<file path="src/rtl/piso_shift_tx.sv">
// rtl/piso_shift_tx.sv - parallel-in serial-out transmitter with valid/ready word input
//
// Purpose:
//   Accepts a WIDTH-bit word when din_valid & din_ready. The word is then sent
//   one bit per clk on dout, framed by dout_valid. A new word can be accepted
//   on the final bit of a frame, so frames can follow each other with no idle gap.
//
// Ports:
//   clk         rising-edge clock
//   reset       synchronous, active-high reset
//   din         parallel word to transmit
//   din_valid   din holds a word to send
//   din_ready   combinational; high in IDLE or on the final bit of a frame
//   dout        serial data bit (registered)
//   dout_valid  dout carries a frame bit (registered)
//   frame_done  pulse coincident with the final frame bit (registered)
//
// Configuration:
//   PARITY_EN   when defined, an even-parity bit (XOR of the data bits) is
//               appended after the data bits, so the frame is WIDTH+1 bits long.

module piso_shift_tx #(
  parameter int WIDTH     = 8,
  parameter int MSB_FIRST = 1
) (
  input  logic             clk,
  input  logic             reset,
  input  logic [WIDTH-1:0] din,
  input  logic             din_valid,
  output logic             din_ready,
  output logic             dout,
  output logic             dout_valid,
  output logic             frame_done
);

`ifdef PARITY_EN
  localparam int FRAME_LEN = WIDTH + 1;
`else
  localparam int FRAME_LEN = WIDTH;
`endif
  localparam int CW = $clog2(WIDTH + 1);
  localparam int IW = (WIDTH > 1) ? $clog2(WIDTH) : 1;
  localparam logic [CW-1:0] LAST_CNT = CW'(FRAME_LEN - 1);

  typedef enum logic {
    IDLE,
    SHIFT
  } state_t;

  state_t           state_q;
  logic [WIDTH-1:0] shift_q;
  logic [CW-1:0]    cnt_q;
  logic [CW-1:0]    cnt_d;
  logic             dout_q;
  logic             dout_valid_q;
  logic             frame_done_q;
  logic             last_bit;
  logic             accept;
  logic             next_bit;

  // The word is held intact and bits are selected by the counter; the counter
  // value names the bit currently on dout.
  function automatic logic pick_bit(input logic [WIDTH-1:0] w, input logic [CW-1:0] n);
    logic [IW-1:0] idx;
    if (MSB_FIRST != 0) idx = IW'(WIDTH - 1 - int'(n));
    else                idx = IW'(n);
    return w[idx];
  endfunction

  assign cnt_d     = cnt_q + CW'(1);
  assign last_bit  = (state_q == SHIFT) && (cnt_q == LAST_CNT);
  assign din_ready = !reset && ((state_q == IDLE) || last_bit);
  assign accept    = din_valid && din_ready;

  always_comb begin
    next_bit = pick_bit(shift_q, cnt_d);
`ifdef PARITY_EN
    // Slot after the last data bit carries even parity of the held word.
    if (cnt_d == CW'(WIDTH)) next_bit = ^shift_q;
`endif
  end

  always_ff @(posedge clk) begin
    if (reset) begin
      state_q      <= IDLE;
      shift_q      <= '0;
      cnt_q        <= '0;
      dout_q       <= 1'b0;
      dout_valid_q <= 1'b0;
      frame_done_q <= 1'b0;
    end else if (accept) begin
      // First bit is driven straight from din so it appears the cycle after accept.
      state_q      <= SHIFT;
      shift_q      <= din;
      cnt_q        <= '0;
      dout_q       <= pick_bit(din, '0);
      dout_valid_q <= 1'b1;
      frame_done_q <= 1'b0;
    end else if (state_q == SHIFT) begin
      if (last_bit) begin
        state_q      <= IDLE;
        dout_q       <= 1'b0;
        dout_valid_q <= 1'b0;
        frame_done_q <= 1'b0;
      end else begin
        cnt_q        <= cnt_d;
        dout_q       <= next_bit;
        dout_valid_q <= 1'b1;
        frame_done_q <= (cnt_d == LAST_CNT);
      end
    end
  end

  assign dout       = dout_q;
  assign dout_valid = dout_valid_q;
  assign frame_done = frame_done_q;

endmodule
</file>
<file path="config.mk">
export PLATFORM = sky130hd
export DESIGN_NAME = piso_shift_tx
export DESIGN_NICKNAME = d
export VERILOG_FILES = /design/src/rtl/piso_shift_tx.sv
export SDC_FILE = /design/constraint.sdc
export NUM_CORES = 1
export LEC_CHECK = 0
export ABC_AREA = 0
export CAP_MARGIN = 10
export CELL_PAD_IN_SITES_DETAIL_PLACEMENT = 0
export CELL_PAD_IN_SITES_GLOBAL_PLACEMENT = 2
export CORE_MARGIN = 10
export CORE_UTILIZATION = 31
export DETAILED_ROUTE_END_ITERATION = 8
export PLACE_DENSITY_LB_ADDON = 0.1
export SLEW_MARGIN = 20
export SYNTH_ARGS = -nofsm -noshare
export SYNTH_HDL_FRONTEND = slang
export SYNTH_SLANG_ARGS = --single-unit
</file>
<file path="constraint.sdc">
create_clock -name clk -period 5.14 [get_ports clk]
set_clock_uncertainty 0.15 [all_clocks]
set_input_delay 1.028 -clock clk [delete_from_list [all_inputs] [get_ports clk]]
set_output_delay 1.028 -clock clk [all_outputs]
set_load 0.05 [all_outputs]
</file>
==> impl_metrics.ini <==
[logic_synthesis]
avgSynthCellArea_um2 = 9.201
ys_seq_elements = 16
syn_inst = 82
syn_nets = 95
synth_seq_area_share_pct = 42.45
synth_area_um2 = 754.5
yosysMostFrequentCell = dfxtp_1
ys_top_cells_by_area = dfxtp_1, nand2b_1, o21ai_0
yosysTopAreaCellShare_pct = 42.45
async_reset_ff_share_pct = 0
synthDistinctLibCells = 27
yosysTopAreaCell = dfxtp_1
synth-main-ff-cell = dfxtp_1
netlist_top_cells_count = dfxtp_1, nand2_1, nand2b_1, o21ai_0, nor2_1
synth_edf_count = 0
ys_warn_count = 0

[layout]
multi_input_area_um2 = 406.6
ff_latch_area_um2 = 320.3
fillers = 255
num_antenna_cells = 0
finalNetCount = 111
area_growth_pct = 24.05
layout-drive-gt1-share_pct = 7.292

[sta]
timing.fmax_mhz = 269.9
finalSetupViolations = 0
finalMaxSlewViolations = 0
finalCritPeriodShare_pct = 72.08
rsz0062_at_grt = false
fin_tns_setup_ns = 0
relSlewSlack_pct = 66.70
tightest_slew_ns = 0.4979
whs_ns = 0.3229
finalCriticalPeriod_ns = 3.705
hold_viol_final = 0

[global_routing]
antenna_found_initial = 0
grt_pass1_vias = 630
grt_max_degree = 20
grt_overflow = 0
grt_pass1_wl_um = 2870
gr-usage-all-layers_pct = 6.960

[setup_path]
reg2reg_slack_ns = 3.30
reg2reg_to = dout
critPathCapture = din_ready
crit_required_ns = 3.96
worstSetupStartpoint = reset
rr_startpoint = cnt_q[0]
criticalPathCategory = input port to primary output
crit_path_max_fanout = 19
worstRegToRegCells = 5
startpoint_type = input port
crit_arrival_ns = 2.53
crit_path_end_kind = primary output

[pwr]
p_per_area_nw_per_um2 = 253.0
ir_worst_vdd_v = 0.0001288
cellLeakagePower_nw = 0.3360

[clock_tree]
cts_resized = 0
root_buffer = clkbuf_4
insertion_delay_ns = 0.27
cts.sinks = 16
clk_pin_slew_worst_paths_ns = 0.09
post_cts_buffers = 0
tritoncts.num_buffers = 3
clockBufferDepth = 2
cts_tree = done
cts_hold_buf = 0
ctsHtreeMaxLevel = 1

[detailed_routing]
num_vias = 602
dr_wl_met2_um = 667
ant_nets = 0
met3_length_um = 57
wire_per_inst_um = 12.15
first_pass_iters = 4
top_layer = met4
routed_wl_um = 1506
via_per_inst = 4.855
drt-met1-wl_um = 772
drc_errors = 0
drt_iter0_markers = 27

[hold_path]
hold_class = flip-flop to flip-flop

[floorplan]
die_y_um = 69.34
start_util_pct = 33.46
die-width_um = 69.34
coreArea_um2 = 2255
die-area_um2 = 4807
placementRows = 17
ioPinCount = 15

[placement]
gp_congestion = 0.7117
dp_hpwl_um = 1106
port_buffers = 14

[flow_run]
drv_cap = 0

[outcome]
status = complete, no violations
==> worst max-delay path, cell delays in order <==
cell             delay [ns]
clkdlybuf4s50_1        0.39
buf_4                  0.19
nor2_1                 0.11
clkdlybuf4s50_1        0.80
==> metrics by stage <==
stage	std cells	setup WS (ns)	utilization (%)	cell area, µm²	total power [mW]
6_report	124	1.435	41.51	935.9	0.2368
5_1_grt	124	1.350	41.51	935.9	0.2530
4_1_cts	124	1.422	41.51	935.9	0.2432
3_5_place_dp	121	1.424	40.51	913.4	0.1783
3_3_place_gp	121	1.420	40.51	913.4	0.1783
2_1_floorplan	82	1.925	-	754.5	0.1630
==> kinds of logic after synthesis <==
group / count (synthesis) / synth area share [%]
flops: 16 / 42.45
mux: 4 / 9.287
buf+inv: 5 / 3.648
compound gates: 17 / 14.59
fa+ha+maj: 2 / 3.316
xor+xnor: 2 / 2.322
simple gates: 36 / 24.38
==> worst min path at each step <==
| stage | start | endpoint | slack, ns | depth (start not counted) |
|---|---|---|---|---|
| detailed placement | shift_q[1] | shift_q[1] | 0.31 | 2 |
| finish | shift_q[5] | shift_q[5] | 0.32 | 2 |
| global placement | shift_q[5] | shift_q[5] | 0.31 | 2 |
| CTS | shift_q[1] | shift_q[1] | 0.33 | 2 |
| global route | shift_q[6] | shift_q[6] | 0.37 | 2 |
| floorplan | shift_q[5] | shift_q[5] | 0.29 | 2 |
==> flip-flops by register name, indices dropped and copies added (netlist names) <==
register and flops:
dout_valid 1, cnt_q 4, dout 1, shift_q 8
frame_done 1, state_q 1
==> per-layer routing <==
metal  GRT usage (%)  up-vias
met5               0        -
met4           2.661        0
met3           2.425        2
met2           9.879       10
met1           9.252      275
li1                -      315
==> report_power, final <==
part	switching, mW	internal (mW)	total (mW)
Sequential	0.00617	0.131	0.137
Clock	0.0350	0.0271	0.0621
Combinational	0.0178	0.0199	0.0377
Total	0.0590	0.178	0.237
==> layout by cell type, fill, tap and decap left out, types with 2 or more instances in the layout <==
cell type | synthesis | layout
dfxtp_1 | 16 | 16
clkdlybuf4s50_1 | 0 | 14
clkbuf_4 | 0 | 3
nand2_1 | 11 | 11
nand3_1 | 2 | 2
nor2_1 | 6 | 6
ha_1 | 2 | 2
a21oi_1 | 3 | 3
xor2_1 | 2 | 2
o21ai_0 | 9 | 9
nand2b_1 | 11 | 11
nand3b_1 | 2 | 2
==> area by class of cell <==
type	instances	area share, %
repair buffers	15	15.78
clock buffers	3	2.406
inverters	1	0.4011
well taps	28	3.743
multi-input cells	61	43.45
flip-flops and latches	16	34.22
(Power assumes the default switching activity.)
